[src/rtl/sfx_scheduler.sv]
// Purpose: shares one square-wave tone generator between four sound-effect requesters
//          (KO > special > heavy hit > light hit). It plays a built-in note sequence for
//          the winning effect and drives the pitch code and the staccato gate.
// Latency: a request sampled on an edge drives tone_sel/tone_en/busy from the next cycle.
// Backpressure: none. Requests are never refused. Lower-priority requests made while busy
//               are latched into pending. Higher-priority requests preempt the current effect.
//
// Ports:
//   clk        system clock
//   reset      asynchronous, active-high reset
//   req[3:0]   effect requests, level or pulse (bit 3 = KO ... bit 0 = light hit)
//   tone_sel   pitch code to the tone generator, 0 = silence
//   tone_en    tone gate: low for the final tick of every note lasting two or more ticks
//   busy       a sequence is playing
//   active_id  effect currently playing, 0 when idle
//   done       single-cycle pulse after a sequence completes without interruption
module sfx_scheduler #(
  parameter int TICK_DIV = 3571428
) (
  input  logic       clk,
  input  logic       reset,
  input  logic [3:0] req,
  output logic [3:0] tone_sel,
  output logic       tone_en,
  output logic       busy,
  output logic [1:0] active_id,
  output logic       done
);

  localparam int CW = (TICK_DIV > 1) ? $clog2(TICK_DIV) : 1;
  localparam logic [CW-1:0] TICK_LAST = CW'(TICK_DIV - 1);

  localparam logic [1:0] IDLE = 2'd0;
  localparam logic [1:0] PLAY = 2'd1;
  localparam logic [1:0] GAP  = 2'd2;

  // Note ROM, addressed by {effect id, note index}.
  function automatic logic [3:0] rom_pitch(input logic [1:0] id, input logic [1:0] idx);
    case ({id, idx})
      4'd0:    rom_pitch = 4'd5;
      4'd1:    rom_pitch = 4'd3;
      4'd4:    rom_pitch = 4'd2;
      4'd5:    rom_pitch = 4'd1;
      4'd8:    rom_pitch = 4'd6;
      4'd9:    rom_pitch = 4'd8;
      4'd10:   rom_pitch = 4'd10;
      4'd12:   rom_pitch = 4'd9;
      4'd13:   rom_pitch = 4'd7;
      4'd14:   rom_pitch = 4'd4;
      4'd15:   rom_pitch = 4'd1;
      default: rom_pitch = 4'd0;
    endcase
  endfunction

  function automatic logic [2:0] rom_dur(input logic [1:0] id, input logic [1:0] idx);
    case ({id, idx})
      4'd0:    rom_dur = 3'd2;
      4'd1:    rom_dur = 3'd1;
      4'd4:    rom_dur = 3'd2;
      4'd5:    rom_dur = 3'd3;
      4'd8:    rom_dur = 3'd1;
      4'd9:    rom_dur = 3'd1;
      4'd10:   rom_dur = 3'd2;
      4'd12:   rom_dur = 3'd3;
      4'd13:   rom_dur = 3'd3;
      4'd14:   rom_dur = 3'd3;
      4'd15:   rom_dur = 3'd3;
      default: rom_dur = 3'd1;
    endcase
  endfunction

  function automatic logic [2:0] rom_count(input logic [1:0] id);
    case (id)
      2'd0:    rom_count = 3'd2;
      2'd1:    rom_count = 3'd2;
      2'd2:    rom_count = 3'd3;
      default: rom_count = 3'd4;
    endcase
  endfunction

  function automatic logic [1:0] hi_bit(input logic [3:0] v);
    if (v[3])      hi_bit = 2'd3;
    else if (v[2]) hi_bit = 2'd2;
    else if (v[1]) hi_bit = 2'd1;
    else           hi_bit = 2'd0;
  endfunction

  function automatic logic [3:0] id_mask(input logic [1:0] id);
    id_mask = 4'b0001 << id;
  endfunction

  logic [1:0]    state;
  logic [1:0]    cur_id;
  logic [1:0]    note_idx;
  logic [CW-1:0] tick_cnt;
  logic [2:0]    note_tick;
  logic [3:0]    pending;
  logic          done_r;

  logic [2:0] cur_dur;
  logic       tick_end;
  logic       note_end;
  logic       last_note;
  logic [1:0] req_top;
  logic [1:0] start_top;
  logic       preempt;

  assign cur_dur   = rom_dur(cur_id, note_idx);
  assign tick_end  = (tick_cnt == TICK_LAST);
  assign note_end  = tick_end && (note_tick == cur_dur - 3'd1);
  assign last_note = ({1'b0, note_idx} == rom_count(cur_id) - 3'd1);
  assign req_top   = hi_bit(req);
  assign start_top = hi_bit(req | pending);
  assign preempt   = (req != 4'd0) && (req_top > cur_id);

  // While busy, the decision order is: preempt, then natural completion, then same-id
  // restart. A same-id request that lands on the completion edge is queued. It is not
  // treated as a restart, so the finished effect still reports done.
  always_ff @(posedge clk or posedge reset) begin
    if (reset) begin
      state     <= IDLE;
      cur_id    <= 2'd0;
      note_idx  <= 2'd0;
      tick_cnt  <= '0;
      note_tick <= 3'd0;
      pending   <= 4'd0;
      done_r    <= 1'b0;
    end else begin
      done_r <= 1'b0;
      if (state == IDLE) begin
        if ((req | pending) != 4'd0) begin
          state     <= PLAY;
          cur_id    <= start_top;
          note_idx  <= 2'd0;
          tick_cnt  <= '0;
          note_tick <= 3'd0;
          pending   <= (req | pending) & ~id_mask(start_top);
        end
      end else if (preempt) begin
        // The aborted effect is dropped. Only the other requested ids stay queued.
        state     <= PLAY;
        cur_id    <= req_top;
        note_idx  <= 2'd0;
        tick_cnt  <= '0;
        note_tick <= 3'd0;
        pending   <= (pending | req) & ~id_mask(req_top);
      end else if (note_end && last_note) begin
        state     <= IDLE;
        cur_id    <= 2'd0;
        note_idx  <= 2'd0;
        tick_cnt  <= '0;
        note_tick <= 3'd0;
        done_r    <= 1'b1;
        pending   <= pending | req;
      end else if (req[cur_id]) begin
        state     <= PLAY;
        note_idx  <= 2'd0;
        tick_cnt  <= '0;
        note_tick <= 3'd0;
        pending   <= (pending | req) & ~id_mask(cur_id);
      end else begin
        pending <= pending | req;
        if (tick_end) begin
          tick_cnt <= '0;
          if (note_end) begin
            note_idx  <= note_idx + 2'd1;
            note_tick <= 3'd0;
            state     <= PLAY;
          end else begin
            note_tick <= note_tick + 3'd1;
            // Entering the final tick of a note that lasts two or more ticks closes the gate.
            if (note_tick == cur_dur - 3'd2) state <= GAP;
          end
        end else begin
          tick_cnt <= tick_cnt + 1'b1;
        end
      end
    end
  end

  // Outputs are decoded from registers only, so reset silences them at once.
  assign busy      = (state != IDLE);
  assign tone_sel  = busy ? rom_pitch(cur_id, note_idx) : 4'd0;
  assign tone_en   = (state == PLAY);
  assign active_id = cur_id;
  assign done      = done_r;

endmodule

[config.mk]
export PLATFORM = sky130hd
export DESIGN_NAME = sfx_scheduler
export DESIGN_NICKNAME = d
export VERILOG_FILES = /design/src/rtl/sfx_scheduler.sv
export SDC_FILE = /design/constraint.sdc
export NUM_CORES = 1
export LEC_CHECK = 0
export ABC_AREA = 1
export BUFFER_PORTS_ARGS = -buffer_cell sky130_fd_sc_hd__buf_2
export CAP_MARGIN = 20
export CORE_MARGIN = 2
export CORE_UTILIZATION = 56
export CTS_BUF_LIST = sky130_fd_sc_hd__clkbuf_4 sky130_fd_sc_hd__clkbuf_8
export CTS_CLUSTER_DIAMETER = 40
export DETAILED_ROUTE_END_ITERATION = 16
export PLACE_DENSITY = 0.84
export SLEW_MARGIN = 20
export SYNTH_ARGS = -nofsm -noshare
export SYNTH_HDL_FRONTEND = slang
export SYNTH_SLANG_ARGS = --single-unit
[constraint.sdc]
create_clock -name clk -period 2.4 [get_ports clk]
set_clock_uncertainty 0.15 [all_clocks]
set_input_delay 0.36 -clock clk [delete_from_list [all_inputs] [get_ports clk]]
set_output_delay 0.36 -clock clk [all_outputs]
set_load 0.02 [all_outputs]
[Word level (Yosys, flattened, before mapping)]
Memories as Yosys holds them, arrays and structs flattened.
Index checks and enable logic that the tools add are counted.
Word-level totals
  register bits after elaboration: 36
  bits in latches: 0
  RAM bits: 0
  bits in read-only memories: 96
  word-level logic and storage cells: 102
  memories: 2
Memories
  (no name shown): depth 16, width 4, read ports 1, clocked after memory_dff 0, wr ports 0, line 39  | case ({id, idx})
  (no name shown): depth 16, width 2, read ports 1, clocked after memory_dff 0, wr ports 0, line 56  | case ({id, idx})
Cells by class
  add/sub/neg operators: 6
  $mul: 0
  div/mod/pow operators: 0
  magnitude comparators: 2
  equal/unequal tests: 8
  shifts and indexed selects: 3
  muxes and demuxes: 50
  bitwise gates (word level): 7
  reduce and logical (&&, ||, !) cells: 17
Operator list (count)
  2-to-1 mux 22 bit: 6
  2-to-1 mux 2 bit: 23
  2-to-1 mux 4 bit: 6
  adder 22 x 1 -> 22 bit, second input constant: 1
  equality test 22 bit, second input constant: 1
  2-to-1 mux 3 bit: 7
  AND 4 bit: 3
  inverter 4 bit: 3
  left shift 1 x 2 -> 4 bit, first input constant: 3
  nonzero test 5 bit: 2
  nonzero test 4 bit: 2
  equality test 3 bit: 2
  2-to-1 mux 1 bit: 6
  one-hot mux 3 bit (2 select lines): 1
  AND reduction 3 bit: 2
  nonzero test 6 bit: 1
  subtractor 3 x 1 -> 3 bit, second input constant: 2
  equality test 2 x 1 -> 1 bit, second input constant: 2
  zero test 2 bit: 2
  bitwise OR 4 bit: 1
  AND reduction 2 bit: 2
  adder 3 x 1 -> 3 bit, second input constant: 1
  equality test 2 x 3 -> 1 bit: 1
  logical AND 1 bit: 3
  10 further kinds: 10

[Logic depth before layout (Yosys ltp)]
Gate-level depths: netlist (run 1).
An unclocked memory read counts as a cell.
  word-level depth: 10
  gate-level depth with buffers: 14

[Least setup slack after synthesis (run 1)]
OpenSTA, ideal clock, no wires.
  path type: register -> register
  from: reg note_idx[1]
  to: reg state[0]
  setup time: 0.117 ns
  arrival time: 1.979 ns
  setup slack: 0.153 ns
  stages on the path, launching flop included: 15
  period minus slack after synthesis: 2.247 ns
  cell sequence: dfrtp_1 > inv_1 > ha_1 > nor2_1 > nand2_1 > nand3_1 > ha_1 > xor2_1 > nand2_1 > nor2_1 > nand2_1 > nand3_2 > nand2_2 > nand3_1 > nand2_1
Between the ends
  word-level cells in the longest chain between the ends: 10
  elaborated cells on any way between the ends: 17
Ends and longest elaborated chain
  start, declared: line 94  | logic [1:0] note_idx;
  start signal, assigned: line 166  | note_idx <= note_idx + 2'd1;
  memory (16 x 2 bit)
  subtractor 3 x 1 -> 3 bit: line 110  | assign note_end = tick_end && (note_tick == cur_dur - 3'd1);
  equality test 3 bit: line 110
  logical AND 1 bit: line 110
  2-to-1 mux 2 bit: line 165  | if (note_end) begin
  2-to-1 mux 2 bit: line 163  | if (tick_end) begin
  2-to-1 mux 2 bit: line 155  | end else if (req[cur_id]) begin
  2-to-1 mux 2 bit: line 147  | end else if (note_end && last_note) begin
  2-to-1 mux 2 bit: line 139  | end else if (preempt) begin
  2-to-1 mux 2 bit: line 130  | if (state == IDLE) begin
  end signal, assigned: line 132  | state <= PLAY;
  end signal, assigned: line 148  | state <= IDLE;
  end signal, assigned: line 156  | state <= PLAY;
  end, declared: line 92  | logic [1:0] state;
Several ways; a longest one is shown, not always the timed one. The select of a mux whose other input is x is not followed.
A chain may end at the register's enable or synchronous reset.

[Worst setup path in the final report (run 1)]
  from: reg note_idx[0]
  to: reg state[0]
Same word-level chain as after synthesis.

==> results.toml, run 1 <==
[run_status]
status = "finished clean"

[synth]
asyncSetResetFlopFracSynth_pct = 100
synthDominantAreaCellType = "sky130_fd_sc_hd__dfrtp_1"
post_synth.cell_area_avg_um2 = 7.20
area_contributors_post_synth = "sky130_fd_sc_hd__dfrtp_1 (33%), sky130_fd_sc_hd__nand2_1 (12%), sky130_fd_sc_hd__inv_1 (6.4%)"
synth_top_flop_cell = "sky130_fd_sc_hd__dfrtp_1"
synth_sequential_area_ratio_pct = 33.3
synth_most_common_cell = "sky130_fd_sc_hd__nand2_1"
synth_warnings = 0
synth_register_bits = 36
syn-instance-count = 375
synth_enable_flop_cells = 0
synth_largest_type_area_fraction_pct = 33.3
netlist-cell-type-count = 40
syn-cell-area_um2 = 2700
netlist_top_cells_count = "sky130_fd_sc_hd__nand2_1 (83), sky130_fd_sc_hd__inv_1 (46), sky130_fd_sc_hd__nor2_1 (46), sky130_fd_sc_hd__dfrtp_1 (36), sky130_fd_sc_hd__nand3_1 (34)"
synthesis.nets = 391

[drt]
maxUsedRoutingLayer = "met4"
drc_errors = 0
drt-vias-per-instance = 5.54
dr.pass1.iters = 4
met3_wire_len_um = 285
met1Wirelength_um = 2660
drt_wl_total_um = 6130
wl_per_cell_um = 13.3
drt-initial-drc-count = 145
route.vias.total = 2547
dr_wl_met2_um = 3070
antenna_violating_nets_post_route = 0

[flow_run]
max_capacitance_violation_count = 0

[die]
floorplan.core_area_um2 = 4690
initial_utilization_pct = 57.6
die_area_um2 = 5400
die_width_um = 73.5
io_pins = 15
rows = 25
floorplan.die.height_um = 73.5

[worst_setup_path]
timing.critical_path.slowest_cell_delay_ps = 400
worst_r2r_startpoint = "note_idx[0]"
rr_endpoint = "state[0]"
r2r_slack_ps = 100
setup.worst_path.end_class = "flop"
timing.critical_path.from_type = "flop"
critical_path.startpoint = "note_idx[0]"
crit_path_cell_trace = "inv_4 > buf_4 > ha_2 > nand3_2 > nand2_2 > ha_4 > xor2_1 > nor2b_1 > nand3_1 > nor2_1 > nand3_1 > nand3_1 > nand2_1"
r2r_cells = 13
crit_path_top_delay_cell = "sky130_fd_sc_hd__dfrtp_1"
worstPathRequired_ps = 2440
crit_fanout = 5
cp.arrival_ps = 2340
critPathKind = "flop to flop"
critical_path.most_common_cell = "sky130_fd_sc_hd__nand3_1"

[sta]
fmax_mhz = 436
finalHoldViolations = 0
worst_slew_margin_rel_pct = 69.1
maxSlewViolCount = 0
post-route-min-period_ps = 2300
worst_margin_slew_ps = 464
fin_worst_hold_slack_ps = 12.7
setup_violations = 0
setup_tns_ps = 0
period_utilization_pct = 95.7

[power]
power-per-cell-area_nw_per_um2 = 1100
ir_worst_vdd_uv = 645
power_leakage_nw = 1.45
finalPower_mw = 3.33

[cells_and_area]
synthToLayoutAreaGrowth_pct = 12.3
final_core_util_pct = 64.7
stdcell_count = 460
antenna_cells = 0
drive_gt1_share_pct = 22.7
num-nets-final = 421

[placed_design]
placed_cells_incl_taps = 446
finalWeightedCongestion = 0.897
detailedPlacementHpwl_um = 4480
io_buffer_count = 14

[clocking]
numClockSinks = 36
cts_tree = "yes"
numCtsBuffers = 5
max-clock-path-buffers = 2
cts-root-buf = "sky130_fd_sc_hd__clkbuf_8"
cts-hold-fix-buffers = 0
cts.htree.levels = 2
worst_setup_hold_path_clk_slew_ps = 80
clock_latency_late_sink_ps = 300

[global_route]
grt_util_all_layers_pct = 23.0
grt_pass1_wl_um = 9720
antenna_found_initial = 0
number_of_global_route_vias_before_repair = 2249
grt_overflow = 0
grt_start_max_net_pins = 37

[min_path]
worstHoldPathType = "primary input to asynchronous set/reset pin"
## cell usage in the layout, fill, tap and decap left out, drive strengths merged
master  netlist  final
dfrtp        36     36
a31oi         2      2
xnor2         1      1
nand3        39     39
clkbuf        0      6
o21ai        12     12
or2           2      2
ha           10     10
xor2          9      9
inv          52     52
nor4          2      2
o31ai         1      1
nand2        93     93
a21oi        15     15
a22oi         1      1
o21bai        1      1
nor2b         1      1
a211oi        3      3
buf           6     29
clkinv        0      2
nor3b         1      1
nand4        11     11
and2          1      1
nor2         65     65
nor3         11     11
## critical path: cells and delay by family, from the launching register on
kind / cells / cell delay [ps]
xor gates and xnor gates: 1 / 160
DFF: 1 / 400
and+or+nand+nor: 8 / 830
buffers and inverters: 2 / 210
adders and majority gates: 2 / 440
## final cells by class
class | count | area (um^2)
clock inverter | 2 | 10.0
multi-input combinational | 281 | 1580
clock buffer | 6 | 82.6
fill | 386 | 1660
tap | 54 | 67.6
inverter | 52 | 208
timing repair buffer | 29 | 186
sequential | 36 | 901
## what timing repair did
item / in CTS / in global routing
pin swaps: 0 / 5
setup endpoints to repair: 9 / 14
gates resized for setup: 1 / 12
setup buffers: 0 / 6
cloned: 0 / 0
## layer usage
layer	up-vias	GRT usage [%]
li1	1268	-
met3	9	5.35
met1	1208	28.0
met4	0	8.28
met5	-	0
met2	62	39.7
## kinds of logic after synthesis
logic type                 count (synthesis)  synth area share (%)
and+or+nand+nor                          226                  41.3
buffers and inverters                     58                  10.1
DFF                                       36                  33.3
AOI/OAI and AO/OA                         35                  7.46
xor gates and xnor gates                  10                  3.24
adders and majority gates                 10                  4.63
## worst max path at each step
stage / cells past startpoint / slack (ps) / endpoint
floorplan: 14 / 150 / state[0]
global placement: 13 / 60 / state[0]
detailed placement: 14 / -30 / state[1]
CTS: 14 / 8 / state[1]
global route: 14 / -40 / active_id[1]
finish: 13 / 100 / state[0]
## per-stage QoR
step	setup slack, ps	cell area, um^2
2_1_floorplan	153	2700
3_3_place_gp	55.7	2840
3_5_place_dp	-27.3	2840
4_1_cts	7.66	2930
5_1_grt	-39.2	3030
6_report	104	3030
## state kept, by name (all words and copies together) (netlist names)
register / cells
note_tick: 3
state: 2
note_idx: 2
tick_cnt: 22
active_id: 2
pending: 4
done: 1
## report_power, final
group	leakage [nW]	internal [mW]	switching [mW]	total [mW]
combinational	0.922	0.731	1.33	2.06
sequential	0.482	0.717	0.101	0.817
clock	0.0510	0.229	0.227	0.456
total	1.45	1.68	1.66	3.33
No activity file was read; power rests on OpenSTA's default activity.
==> run 2: changes to the inputs <==
--- a/config.mk
+++ b/config.mk
@@ -14,6 +14,7 @@
 export CTS_CLUSTER_DIAMETER = 40
 export DETAILED_ROUTE_END_ITERATION = 16
 export PLACE_DENSITY = 0.84
+export SETUP_SLACK_MARGIN = 0.3
 export SLEW_MARGIN = 20
 export SYNTH_ARGS = -nofsm -noshare
 export SYNTH_HDL_FRONTEND = slang
==> results.toml, run 2 (synthesized netlist as in run 1, its figures left out) <==
[cells_and_area]
drive_gt1_share_pct = 31.2
registers.top_by_ff_count = "tick_cnt"
layout_commonest_cell = "sky130_fd_sc_hd__nand2_1"
fill_cells = 364
largest_reg_flops = 22
synthToLayoutAreaGrowth_pct = 19.9
num-nets-final = 425
largest_registers = "tick_cnt x22, pending x4, note_tick x3"
layout_common_cells = "sky130_fd_sc_hd__nand2_1 (76), sky130_fd_sc_hd__nor2_1 (43), sky130_fd_sc_hd__inv_1 (41)"
antenna_cells = 0

[die]
rows = 25
die_area_um2 = 5400
io_pins = 15
floorplan.die.height_um = 73.5
floorplan.core_area_um2 = 4690
initial_utilization_pct = 57.6
die_width_um = 73.5

[run_status]
violations = "negative hold slack"
status = "finished, violations left"

[clocking]
cts-root-buf = "sky130_fd_sc_hd__clkbuf_8"
worst_setup_hold_path_clk_slew_ps = 80
cts.htree.levels = 2
clock_latency_late_sink_ps = 300
cts-hold-fix-buffers = 0
max-clock-path-buffers = 2
numClockSinks = 36
cts_tree = "yes"
numCtsBuffers = 5

[global_route]
grt_start_max_net_pins = 37
grt_overflow = 0
grt_pass1_wl_um = 10700
grt_util_all_layers_pct = 25.7
number_of_global_route_vias_before_repair = 2322
antenna_found_initial = 0

[sta]
worst_margin_slew_ps = 462
setup_repair_after_global_routing_missed_its_margin = "yes"
fmax_mhz = 438
setup_violations = 0
worst_slew_margin_rel_pct = 69.2
finalHoldViolations = 3
maxSlewViolCount = 0
setup_tns_ps = 0
fin_worst_hold_slack_ps = -3.18
post-route-min-period_ps = 2280
period_utilization_pct = 95.2

[worst_setup_path]
cp.arrival_ps = 2310
setup.worst_path.end_class = "flop"
worstPathRequired_ps = 2430
timing.critical_path.from_type = "flop"
crit_fanout = 7
r2r_cells = 14
critPathKind = "flop to flop"

[drt]
route.vias.total = 2557
dr.pass1.iters = 5
drt_wl_total_um = 6640
antenna_violating_nets_post_route = 0
drc_errors = 0
drt-initial-drc-count = 147
wl_per_cell_um = 14.3
drt-vias-per-instance = 5.51

[placed_design]
finalWeightedCongestion = 0.991
io_buffer_count = 14
detailedPlacementHpwl_um = 4410

[power]
finalPower_mw = 3.90
power-per-cell-area_nw_per_um2 = 1200
power_leakage_nw = 1.51
ir_worst_vdd_uv = 653

[min_path]
worstHoldPathType = "primary input to asynchronous set/reset pin"

[flow_run]
max_capacitance_violation_count = 0
## run 2: cell types whose count changed in the layout (fill, tap and decap cells not counted), sizes merged
| cell | change |
|---|---|
| clkinv | -1 |
| bufinv | +1 |
| buf | +4 |
## run 2: worst paths after layout
check	startpoint	endpoint	slack, ps
worst max-delay path	note_idx[0]	note_idx[0]	120
worst min-delay path	reset	pending[2]	-3
worst max register to register	note_idx[0]	note_idx[0]	120
worst min register to register	pending[0]	pending[0]	360
max in group asynchronous	reset	note_idx[1]	1740
min in group clk	req[0]	pending[0]	230
## run 2: cell type report
class / instances / area [um^2] / area share [%]
tap: 54 / 67.6 / 2.09
multi-input combinational: 281 / 1720 / 53.0
timing repair buffer: 33 / 228 / 7.03
inverter: 52 / 210 / 6.49
clock buffer: 6 / 76.3 / 2.36
clock inverter: 2 / 35.0 / 1.08
sequential: 36 / 905 / 27.9
## run 2: timing repair
| action | in CTS | in global routing |
|---|---|---|
| gates resized for setup | 17 | 29 |
| buffers inserted | 10 | 5 |
| pin swaps | 6 | 11 |
| endpoints found under the setup margin | 14 | 30 |
## run 2: report_power, final
part	internal, mW	switching [mW]	total, mW
Sequential	0.721	0.134	0.855
Clock	0.320	0.232	0.551
Combinational	0.958	1.53	2.49
Total	2.00	1.90	3.90
## run 2: metrics by stage
stage	cell area, um^2	cells	util, %	setup WS [ps]	hold WS, ps
final	3240	464	69.0	115	-3.18
after global placement	2830	441	60.3	89.7	333
after global routing	3240	464	69.0	11.5	57.8
after CTS	3090	459	65.8	157	21.2
after floorplan	2730	375	-	305	325
after detailed placement	2830	441	60.3	60.2	343
## run 2: routing by layer
metal	global-route usage, %	share of wire (%)
met2	45.4	53
met4	8.89	1.6
met3	4.53	4.3
met5	0	0
met1	31.2	41
## run 2: critical path: stages (launching register included)
cell,delay [ps]
sky130_fd_sc_hd__dfrtp_1,420
sky130_fd_sc_hd__inv_4,120
sky130_fd_sc_hd__ha_4,160
sky130_fd_sc_hd__nor2_4,40
sky130_fd_sc_hd__nand2_2,70
sky130_fd_sc_hd__nand3_2,90
sky130_fd_sc_hd__ha_4,290
sky130_fd_sc_hd__xor2_2,180
sky130_fd_sc_hd__nand2_2,80
sky130_fd_sc_hd__nor2_4,110
sky130_fd_sc_hd__nand2_1,80
sky130_fd_sc_hd__nand3_2,120
sky130_fd_sc_hd__nand2_4,110
sky130_fd_sc_hd__nand2_1,90
sky130_fd_sc_hd__o21ai_1,60
==> run 3: changes to the inputs <==
--- a/config.mk
+++ b/config.mk
@@ -8,12 +8,14 @@
 export ABC_AREA = 1
 export BUFFER_PORTS_ARGS = -buffer_cell sky130_fd_sc_hd__buf_2
 export CAP_MARGIN = 20
+export CELL_PAD_IN_SITES_DETAIL_PLACEMENT = 1
+export CELL_PAD_IN_SITES_GLOBAL_PLACEMENT = 2
 export CORE_MARGIN = 2
-export CORE_UTILIZATION = 56
+export CORE_UTILIZATION = 33
 export CTS_BUF_LIST = sky130_fd_sc_hd__clkbuf_4 sky130_fd_sc_hd__clkbuf_8
 export CTS_CLUSTER_DIAMETER = 40
 export DETAILED_ROUTE_END_ITERATION = 16
-export PLACE_DENSITY = 0.84
+export PLACE_DENSITY = 0.85
 export SETUP_SLACK_MARGIN = 0.3
 export SLEW_MARGIN = 20
 export SYNTH_ARGS = -nofsm -noshare
==> results.toml, run 3 (synthesized netlist as in run 1, its figures left out) <==
[clocking]
numCtsBuffers = 5
cts-root-buf = "sky130_fd_sc_hd__clkbuf_8"
max-clock-path-buffers = 2
worst_setup_hold_path_clk_slew_ps = 70
cts-hold-fix-buffers = 0
clock_latency_late_sink_ps = 290
numClockSinks = 36
cts.htree.levels = 2
cts_tree = "yes"

[placed_design]
detailedPlacementHpwl_um = 5690
detailedPlace.worstSlack_ps = 23.7
io_buffer_count = 14
finalWeightedCongestion = 0.771

[cells_and_area]
largest_reg_flops = 22
layout_common_cells = "sky130_fd_sc_hd__nand2_1 (75), sky130_fd_sc_hd__nor2_1 (44), sky130_fd_sc_hd__inv_1 (40)"
synthToLayoutAreaGrowth_pct = 23.6
antenna_cells = 0
final_core_util_pct = 42.6
largest_registers = "tick_cnt x22, pending x4, note_tick x3"
drive_gt1_share_pct = 31.6
num-nets-final = 433
layout_commonest_cell = "sky130_fd_sc_hd__nand2_1"
registers.top_by_ff_count = "tick_cnt"

[power]
ir_worst_vdd_uv = 928
power_leakage_nw = 1.53
power-per-cell-area_nw_per_um2 = 1170

[worst_setup_path]
worstPathBufferInverterCount = 2
critical_path.most_common_cell = "sky130_fd_sc_hd__nand2_2"
critPathKind = "flop to flop"
cp.arrival_ps = 2290
r2r_slack_ps = 140
setup.worst_path.end_class = "flop"
crit_fanout = 7
crit_path_top_delay_cell = "sky130_fd_sc_hd__dfrtp_2"
worstPathRequired_ps = 2430
crit_family = "simple AND/OR/NAND/NOR gates"
crit_path_cell_trace = "buf_4 > ha_4 > inv_2 > nand2_1 > nand3_4 > ha_4 > xor2_2 > nand2_2 > nor2_4 > nand2_2 > nand3_4 > nand2_4 > nand2_2 > o21ai_1"
timing.critical_path.from_type = "flop"
timing.critical_path.slowest_cell_delay_ps = 430

[sta]
post-route-min-period_ps = 2260
setup_slack_ps = 137
finalHoldViolations = 0
worst_slew_margin_rel_pct = 68.0
setup_violations = 0
worst_margin_slew_ps = 480
fin_worst_hold_slack_ps = 23.0
fmax_mhz = 442
maxSlewViolCount = 0
period_utilization_pct = 94.3
setup_tns_ps = 0
setup_repair_after_global_routing_missed_its_margin = "yes"

[run_status]
status = "finished clean"

[global_route]
antenna_found_initial = 0
grt_util_all_layers_pct = 18.9
grt_start_max_net_pins = 37
number_of_global_route_vias_before_repair = 2741
grt_pass1_wl_um = 13300
grt_overflow = 0

[drt]
met1Wirelength_um = 3710
dr.pass1.iters = 4
antenna_violating_nets_post_route = 0
dr_wl_met2_um = 3920
drt_wl_total_um = 7850
drc_errors = 0
wl_per_cell_um = 15.1
route.vias.total = 2588
met3_wire_len_um = 161
drt-initial-drc-count = 119
drt-vias-per-instance = 4.98
maxUsedRoutingLayer = "met4"

[die]
rows = 32
floorplan.core_area_um2 = 7850
die_width_um = 94.5
floorplan.die.height_um = 94.5
initial_utilization_pct = 34.4
io_pins = 15
die_area_um2 = 8930

[min_path]
worstHoldPathType = "primary input to asynchronous set/reset pin"

[flow_run]
max_capacitance_violation_count = 0
==> run 3: power by group <==
group,switching [mW],total [mW],internal (mW)
logic,1.58,2.58,1.00
clock network,0.225,0.482,0.257
registers,0.132,0.858,0.726
total,1.94,3.92,1.98
==> run 3: path summary, 6_finish.rpt <==
path	endpoint	depth (start not counted)	start
setup reg to reg	note_idx[0]	14	note_idx[1]
max in group asynchronous	active_id[0]	3	reset
hold / removal	tick_cnt[11]	3	reset
hold reg to reg	tick_cnt[1]	2	tick_cnt[1]
setup / recovery	note_idx[0]	14	note_idx[1]
min in group clk	pending[0]	3	req[0]
==> run 3: final cells by class <==
class	count	area, um^2
clock buffers	8	97.6
fillers	1030	4510
inverters	52	221
multi-input cells	281	1710
flip-flops and latches	36	907
well taps	102	128
repair buffers	41	279
==> run 3: tightest hold or removal path: stages <==
cell and delay, ps:
sky130_fd_sc_hd__buf_2 90, sky130_fd_sc_hd__inv_1 40, sky130_fd_sc_hd__buf_4 410
==> run 3: per-stage QoR <==
| step | instances | instance area, um^2 | total power, mW |
|---|---|---|---|
| 2_1_floorplan | 375 | 2730 | 2.36 |
| 3_3_place_gp | 495 | 2930 | 2.86 |
| 3_5_place_dp | 495 | 2930 | 2.89 |
| 4_1_cts | 512 | 3160 | 3.58 |
| 5_1_grt | 520 | 3340 | 4.26 |
| 6_report | 520 | 3340 | 3.92 |
==> run 3: timing repair <==
action	CTS	global route
endpoints found under the setup margin	14	36
pin swaps	8	9
buffers inserted	9	8
gates resized for setup	14	32
==> run 3: layer usage <==
| metal | GRT usage [%] | up-vias |
|---|---|---|
| met5 | 0 | - |
| met4 | 3.86 | 0 |
| met3 | 2.71 | 7 |
| met2 | 32.3 | 25 |
| met1 | 25.6 | 1267 |
| li1 | - | 1289 |
